--- src/rtl/alu_result_stage_if.sv ---
// ============================================================================
//  Module      : alu_result_stage_if
//  Description : Handshake/bus bundle between the ripple ALU, the registered
//                result stage and the writeback consumer.
//  Revision    : 1.0  initial release
// ============================================================================
`default_nettype none

interface alu_result_stage_if #(
    parameter int WIDTH = 24
);
    // Producer (ALU) side
    logic             in_valid;
    logic             in_ready;
    logic [WIDTH-1:0] result;
    logic             cout;
    logic [1:0]       operation;
    logic             binvert;
    logic             a_msb;
    logic             b_msb;

    // Consumer (writeback) side
    logic             out_valid;
    logic             out_ready;
    logic [WIDTH-1:0] out_result;
    logic             out_z;
    logic             out_n;
    logic             out_c;
    logic             out_v;

    // The result stage itself
    modport slave (
        input  in_valid, result, cout, operation, binvert, a_msb, b_msb,
        output in_ready,
        output out_valid, out_result, out_z, out_n, out_c, out_v,
        input  out_ready
    );

    // The environment around the stage (ALU plus writeback)
    modport master (
        output in_valid, result, cout, operation, binvert, a_msb, b_msb,
        input  in_ready,
        input  out_valid, out_result, out_z, out_n, out_c, out_v,
        output out_ready
    );
endinterface

`default_nettype wire

--- src/rtl/alu_result_stage.sv ---
// ============================================================================
//  Module      : alu_result_stage
//  Description : Registered ALU output stage. Derives Z/N/C/V from the ALU
//                result, stores them with the result in a 2-entry skid buffer
//                and hands them to writeback over valid/ready. in_ready comes
//                straight from a flop, so there is no comb path from
//                out_ready back to the ALU.
//  Revision    : 1.0  initial release
// ============================================================================
`default_nettype none

module alu_result_stage #(
    parameter int WIDTH = 24
) (
    input  wire logic        clk,
    input  wire logic        rst_n,
    alu_result_stage_if.slave bus
);

    localparam logic [1:0] c_OP_ADD = 2'b10;

    typedef enum logic [1:0] {
        S_EMPTY = 2'd0,
        S_ONE   = 2'd1,
        S_TWO   = 2'd2
    } state_t;

    typedef struct packed {
        logic [WIDTH-1:0] result;
        logic             z;
        logic             n;
        logic             c;
        logic             v;
    } entry_t;

    state_t state_q;
    state_t state_d;
    entry_t main_q;
    entry_t skid_q;
    logic   in_ready_q;
    logic   in_ready_d;
    logic   out_valid_q;
    logic   out_valid_d;

    logic   w_push;
    logic   w_pop;
    logic   w_load_main_in;
    logic   w_load_main_skid;
    logic   w_load_skid;
    entry_t w_in_entry;

    logic   w_is_add;
    logic   w_mb;
    logic   w_r;

    assign w_push = bus.in_valid & in_ready_q;
    assign w_pop  = out_valid_q & bus.out_ready;

    // Flag derivation for the incoming ALU result; carry and overflow only
    // mean something for ADD, so they are forced low for logic ops.
    assign w_is_add = (bus.operation == c_OP_ADD);
    assign w_mb     = bus.b_msb ^ bus.binvert;
    assign w_r      = bus.result[WIDTH-1];

    always_comb begin
        w_in_entry        = '0;
        w_in_entry.result = bus.result;
        w_in_entry.z      = (bus.result == '0);
        w_in_entry.n      = w_r;
        w_in_entry.c      = w_is_add & bus.cout;
        w_in_entry.v      = w_is_add & (bus.a_msb ^ w_r) & (w_mb ^ w_r);
    end

    // Next-state, storage steering and registered handshake targets
    always_comb begin
        state_d          = state_q;
        w_load_main_in   = 1'b0;
        w_load_main_skid = 1'b0;
        w_load_skid      = 1'b0;
        case (state_q)
            S_EMPTY: begin
                if (w_push) begin
                    state_d        = S_ONE;
                    w_load_main_in = 1'b1;
                end
            end
            S_ONE: begin
                if (w_push && w_pop) begin
                    w_load_main_in = 1'b1;
                end else if (w_push) begin
                    state_d     = S_TWO;
                    w_load_skid = 1'b1;
                end else if (w_pop) begin
                    state_d = S_EMPTY;
                end
            end
            S_TWO: begin
                if (w_pop) begin
                    state_d          = S_ONE;
                    w_load_main_skid = 1'b1;
                end
            end
            default: begin
                state_d = S_EMPTY;
            end
        endcase
        in_ready_d  = (state_d != S_TWO);
        out_valid_d = (state_d != S_EMPTY);
    end

    // State and handshake registers
    always_ff @(posedge clk or negedge rst_n) begin
        if (!rst_n) begin
            state_q     <= S_EMPTY;
            in_ready_q  <= 1'b1;
            out_valid_q <= 1'b0;
        end else begin
            state_q     <= state_d;
            in_ready_q  <= in_ready_d;
            out_valid_q <= out_valid_d;
        end
    end

    // Entry storage; only written on an accepted push or skid promotion, so
    // junk on the inputs while in_valid is low never reaches held entries.
    always_ff @(posedge clk or negedge rst_n) begin
        if (!rst_n) begin
            main_q <= '0;
            skid_q <= '0;
        end else begin
            if (w_load_main_in) begin
                main_q <= w_in_entry;
            end else if (w_load_main_skid) begin
                main_q <= skid_q;
            end
            if (w_load_skid) begin
                skid_q <= w_in_entry;
            end
        end
    end

    assign bus.in_ready   = in_ready_q;
    assign bus.out_valid  = out_valid_q;
    assign bus.out_result = main_q.result;
    assign bus.out_z      = main_q.z;
    assign bus.out_n      = main_q.n;
    assign bus.out_c      = main_q.c;
    assign bus.out_v      = main_q.v;

endmodule

`default_nettype wire

--- src/flat_wrapper.sv ---
// flat-port wrapper written by rule: the top's interface ports become plain ports
module alu_result_stage_flat 
#(
    parameter int WIDTH = 24
)
  (clk, rst_n, bus_in_valid, bus_result, bus_cout, bus_operation, bus_binvert, bus_a_msb, bus_b_msb, bus_in_ready, bus_out_valid, bus_out_result, bus_out_z, bus_out_n, bus_out_c, bus_out_v, bus_out_ready);
  alu_result_stage_if #(.WIDTH(WIDTH)) bus_i ();
  input  wire logic clk;
  input  wire logic rst_n;
  input wire logic [$bits(bus_i.in_valid)-1:0] bus_in_valid;
  input wire logic [$bits(bus_i.result)-1:0] bus_result;
  input wire logic [$bits(bus_i.cout)-1:0] bus_cout;
  input wire logic [$bits(bus_i.operation)-1:0] bus_operation;
  input wire logic [$bits(bus_i.binvert)-1:0] bus_binvert;
  input wire logic [$bits(bus_i.a_msb)-1:0] bus_a_msb;
  input wire logic [$bits(bus_i.b_msb)-1:0] bus_b_msb;
  output wire logic [$bits(bus_i.in_ready)-1:0] bus_in_ready;
  output wire logic [$bits(bus_i.out_valid)-1:0] bus_out_valid;
  output wire logic [$bits(bus_i.out_result)-1:0] bus_out_result;
  output wire logic [$bits(bus_i.out_z)-1:0] bus_out_z;
  output wire logic [$bits(bus_i.out_n)-1:0] bus_out_n;
  output wire logic [$bits(bus_i.out_c)-1:0] bus_out_c;
  output wire logic [$bits(bus_i.out_v)-1:0] bus_out_v;
  input wire logic [$bits(bus_i.out_ready)-1:0] bus_out_ready;
  assign bus_i.in_valid = bus_in_valid;
  assign bus_i.result = bus_result;
  assign bus_i.cout = bus_cout;
  assign bus_i.operation = bus_operation;
  assign bus_i.binvert = bus_binvert;
  assign bus_i.a_msb = bus_a_msb;
  assign bus_i.b_msb = bus_b_msb;
  assign bus_in_ready = bus_i.in_ready;
  assign bus_out_valid = bus_i.out_valid;
  assign bus_out_result = bus_i.out_result;
  assign bus_out_z = bus_i.out_z;
  assign bus_out_n = bus_i.out_n;
  assign bus_out_c = bus_i.out_c;
  assign bus_out_v = bus_i.out_v;
  assign bus_i.out_ready = bus_out_ready;
  alu_result_stage #(.WIDTH(WIDTH)) u_core (.clk(clk), .rst_n(rst_n), .bus(bus_i));
endmodule
--- config.mk ---
export PLATFORM = sky130hd
export DESIGN_NAME = alu_result_stage_flat
export DESIGN_NICKNAME = d
export VERILOG_FILES = /design/src/rtl/alu_result_stage_if.sv /design/src/rtl/alu_result_stage.sv /design/src/flat_wrapper.sv
export SDC_FILE = /design/constraint.sdc
export NUM_CORES = 1
export LEC_CHECK = 0
export CAP_MARGIN = 10
export CORE_ASPECT_RATIO = 0.75
export CORE_MARGIN = 4
export CORE_UTILIZATION = 50
export CTS_CLUSTER_DIAMETER = 200
export DETAILED_ROUTE_END_ITERATION = 10
export DONT_BUFFER_PORTS = 1
export GPL_TIMING_DRIVEN = 0
export PLACE_DENSITY = 0.65
export SETUP_SLACK_MARGIN = 0.1
export SYNTH_ARGS = -nofsm -noshare
export SYNTH_HDL_FRONTEND = slang
export SYNTH_SLANG_ARGS = --single-unit
--- constraint.sdc ---
create_clock -name clk -period 1.9 [get_ports clk]
set_input_delay 0.38 -clock clk [delete_from_list [all_inputs] [get_ports clk]]
set_output_delay 0.38 -clock clk [all_outputs]
set_load 0.03 [all_outputs]
==> results_dict.tcl <==
set metrics [dict create \
    avgSynthCellArea_um2 13.9 \
    overflow 0 \
    power.share.clock 0.175 \
    finalCritPeriodShare 0.949 \
    drv_cap 0 \
    cts-buffers-inserted 9 \
    initial_utilization 0.523 \
    synth_warnings 0 \
    worstPathMaxFanout 10 \
    combPwrFrac 0.317 \
    final_cell_mix "dfrtp_1, and2_1, a221o_1, mux2_4, clkbuf_8" \
    die_w_um 90.9 \
    path_buf_inv 2 \
    drtIter0Drc 67 \
    total_power_mw 5.48 \
    final_core_util 0.598 \
    ys_seq_area_frac 0.564 \
    crit_slowest_cell "dfstp_2" \
    ios 64 \
    critPathKind "reg2reg" \
    switching_share 0.390 \
    internal-power_mw 3.34 \
    totalWireLength_mm 5.97 \
    power_density_nw_per_um2 1860 \
    synth_seq_cells 58 \
    clk_path_buf_depth 2 \
    fp.dieH_um 70.2 \
    synth.cell_area_um2 2580 \
    synth_nets 219 \
    maxSlewViolCount 0 \
    crit_arrival_ns 2.03 \
    maxSlewHeadroom 0.750 \
    antennaDiodeCount 0 \
    htreeDepth 3 \
    p_sw_mw 2.14 \
    drtPass1Iterations 4 \
    cp_top_family "flip-flops" \
    clk_latency_ns 0.34 \
    grt_util_all_layers 0.200 \
    tightest_slew_ns 0.371 \
    worstSetupStartpointType "register" \
    finalHoldViolCount 0 \
    critPathRequiredTime_ns 2.13 \
    layout.cells.non_filler 269 \
    io_buffers 0 \
    syn_inst 185 \
    rows 22 \
    wl_per_cell_um 22.2 \
    fin_skew_ns 0.00852 \
    layout_commonest_cell "dfrtp_1" \
    route.antenna.remaining_nets 0 \
    grt_pass1_vias 1745 \
    finalSetupViolations 0 \
    routabilityCongestion 0.818 \
    dp_cells 245 \
    finalSetupTns_ns 0 \
    cp_slowest_stage_delay_ns 0.64 \
    grt_max_degree 59 \
    finalWorstPathRequiredPeriod_ns 1.80 \
    drc 0 \
    dp_hpwl_mm 4.04 \
    pwr-share-seq 0.507 \
    grt_pass1_wl_mm 9.69 \
    antenna_found_initial 0 \
    hp-class "in2reg" \
    vdd_drop_max_mv 0.750 \
    dpl_worst_slack_ns -0.120 \
    rsz0062_at_grt "yes" \
    outcome "finished, final reports clean" \
    final_nets 238 \
    cp-end-kind "register" \
    setup_ws_ns 0.0967 \
    drive_gt1_frac 0.301 \
    timing.fmax_mhz 555 \
    clock_sinks 58 \
    die-area_um2 6380 \
    num_vias 1632 \
    crit_chain "nand3b_1, or2_1, buf_6, buf_12, mux2_4" \
    path_clk_slew_ns 0.07 \
    root_buffer "clkbuf_8" \
    p_leak_nw 1.38 \
    tritoncts "yes" \
    vias_per_cell 6.07 \
    core_um2 4930 \
    syn_to_final_growth_pct 14.3 \
    synth.distinct_cells 28 \
]
==> per-stage QoR <==
stage | instance area [µm²] | hold WS (ns)
after floorplan | 2580 | 0.0844
after global placement | 2650 | 0.0861
after detailed placement | 2650 | 0.0854
after CTS | 2880 | 0.162
after global routing | 2950 | 0.161
final | 2950 | 0.173
==> registers in the layout (all words and copies together) (netlist names) <==
signal	cells
u_core.bus.out_n	1
u_core.bus.out_result	23
u_core.bus.out_valid	1
u_core.bus.in_ready	1
u_core.bus.out_v	1
u_core.bus.out_z	1
u_core.state_q	2
u_core.bus.out_c	1
u_core.skid_q	27
==> timing repair <==
action / in CTS / in global routing
hold buffers: 2 / 0
endpoints found under the hold margin: 58 / 0
pin swaps: 0 / 2
endpoints found under the setup margin: 27 / 44
gates cloned: 0 / 1
resized for setup: 4 / 14
setup buffers: 2 / 3
==> cell families (layout without fill, tap and decap cells) <==
kind of cell / count (synthesis) / in the layout / share of synthesized area
AND/OR/NAND/NOR: 51 / 51 / 0.119
buffers and inverters: 13 / 37 / 0.0393
AO/OA/AOI/OAI: 33 / 33 / 0.117
flip-flops: 58 / 58 / 0.564
XOR/XNOR: 1 / 1 / 0.00340
multiplexers: 29 / 29 / 0.157
==> Yosys cell counts <==
| master | count | area [µm²] |
|---|---|---|
| dfrtp_1 | 57 | 1430 |
| nor2b_1 | 4 | 25.0 |
| a21bo_1 | 1 | 10.0 |
| nor4bb_1 | 1 | 10.0 |
| nor2_2 | 1 | 6.26 |
| xnor2_1 | 1 | 8.76 |
| and4_1 | 1 | 8.76 |
| o21ai_0 | 4 | 20.0 |
| inv_1 | 1 | 3.75 |
| buf_6 | 6 | 67.6 |
| nand2_1 | 7 | 26.3 |
| nor4_1 | 6 | 37.5 |
| buf_2 | 3 | 15.0 |
| mux2_4 | 22 | 330 |
| nand3b_1 | 2 | 15.0 |
| buf_4 | 1 | 7.51 |
| and3_1 | 1 | 6.26 |
| a21oi_2 | 1 | 8.76 |
| mux2i_1 | 4 | 40.0 |
| mux2_2 | 3 | 33.8 |
| clkbuf_1 | 2 | 7.51 |
| nand3_1 | 2 | 10.0 |
| a21o_1 | 1 | 7.51 |
| a221o_1 | 25 | 250 |
| a31oi_1 | 1 | 6.26 |
| dfstp_2 | 1 | 26.3 |
| and2_1 | 25 | 156 |
| or2_1 | 1 | 6.26 |
==> power by group through the flow <==
stage               clock network (mW)  logic, mW  registers (mW)
finish                           0.960       1.74            2.78
global route                      1.04       1.88            2.85
CTS                              0.973       1.62            2.79
detailed placement                   0       1.53            2.79
global placement                     0       1.47            2.75
floorplan                            0       1.30            2.65
==> final cells by class <==
class | count | area (µm²)
clock buffers | 10 | 128
repair buffers | 8 | 86.3
clock inverters | 6 | 33.8
inverters | 1 | 3.75
plain buffers | 12 | 129
well taps | 60 | 75.1
flip-flops and latches | 58 | 1450
multi-input cells | 114 | 1040
fillers | 390 | 1980
==> routing by layer <==
metal | up-vias | track usage | part of all wire
met3 | 13 | 0.104 | 0.093
met2 | 59 | 0.300 | 0.47
met1 | 824 | 0.240 | 0.41
li1 | 736 | - | -
met5 | - | 0 | 0
met4 | 0 | 0.0886 | 0.020
==> worst paths after layout <==
kind                                               start                       endpoint  slack, ns  depth (start not counted)
max                        u_core.bus.in_ready$_DFF_PN1_  u_core.skid_q[18]$_DFFE_PN0P_        0.1                          5
min                                             bus_cout   u_core.skid_q[1]$_DFFE_PN0P_       0.17                          2
max reg2reg                u_core.bus.in_ready$_DFF_PN1_  u_core.skid_q[18]$_DFFE_PN0P_        0.1                          5
min reg2reg                 u_core.skid_q[1]$_DFFE_PN0P_   u_core.skid_q[1]$_DFFE_PN0P_       0.49                          2
max in group asynchronous                          rst_n  u_core.bus.in_ready$_DFF_PN1_       1.06                          2
min in group asynchronous                          rst_n  u_core.skid_q[23]$_DFFE_PN0P_       0.55                          2
No activity file was read; power rests on OpenSTA's default activity.
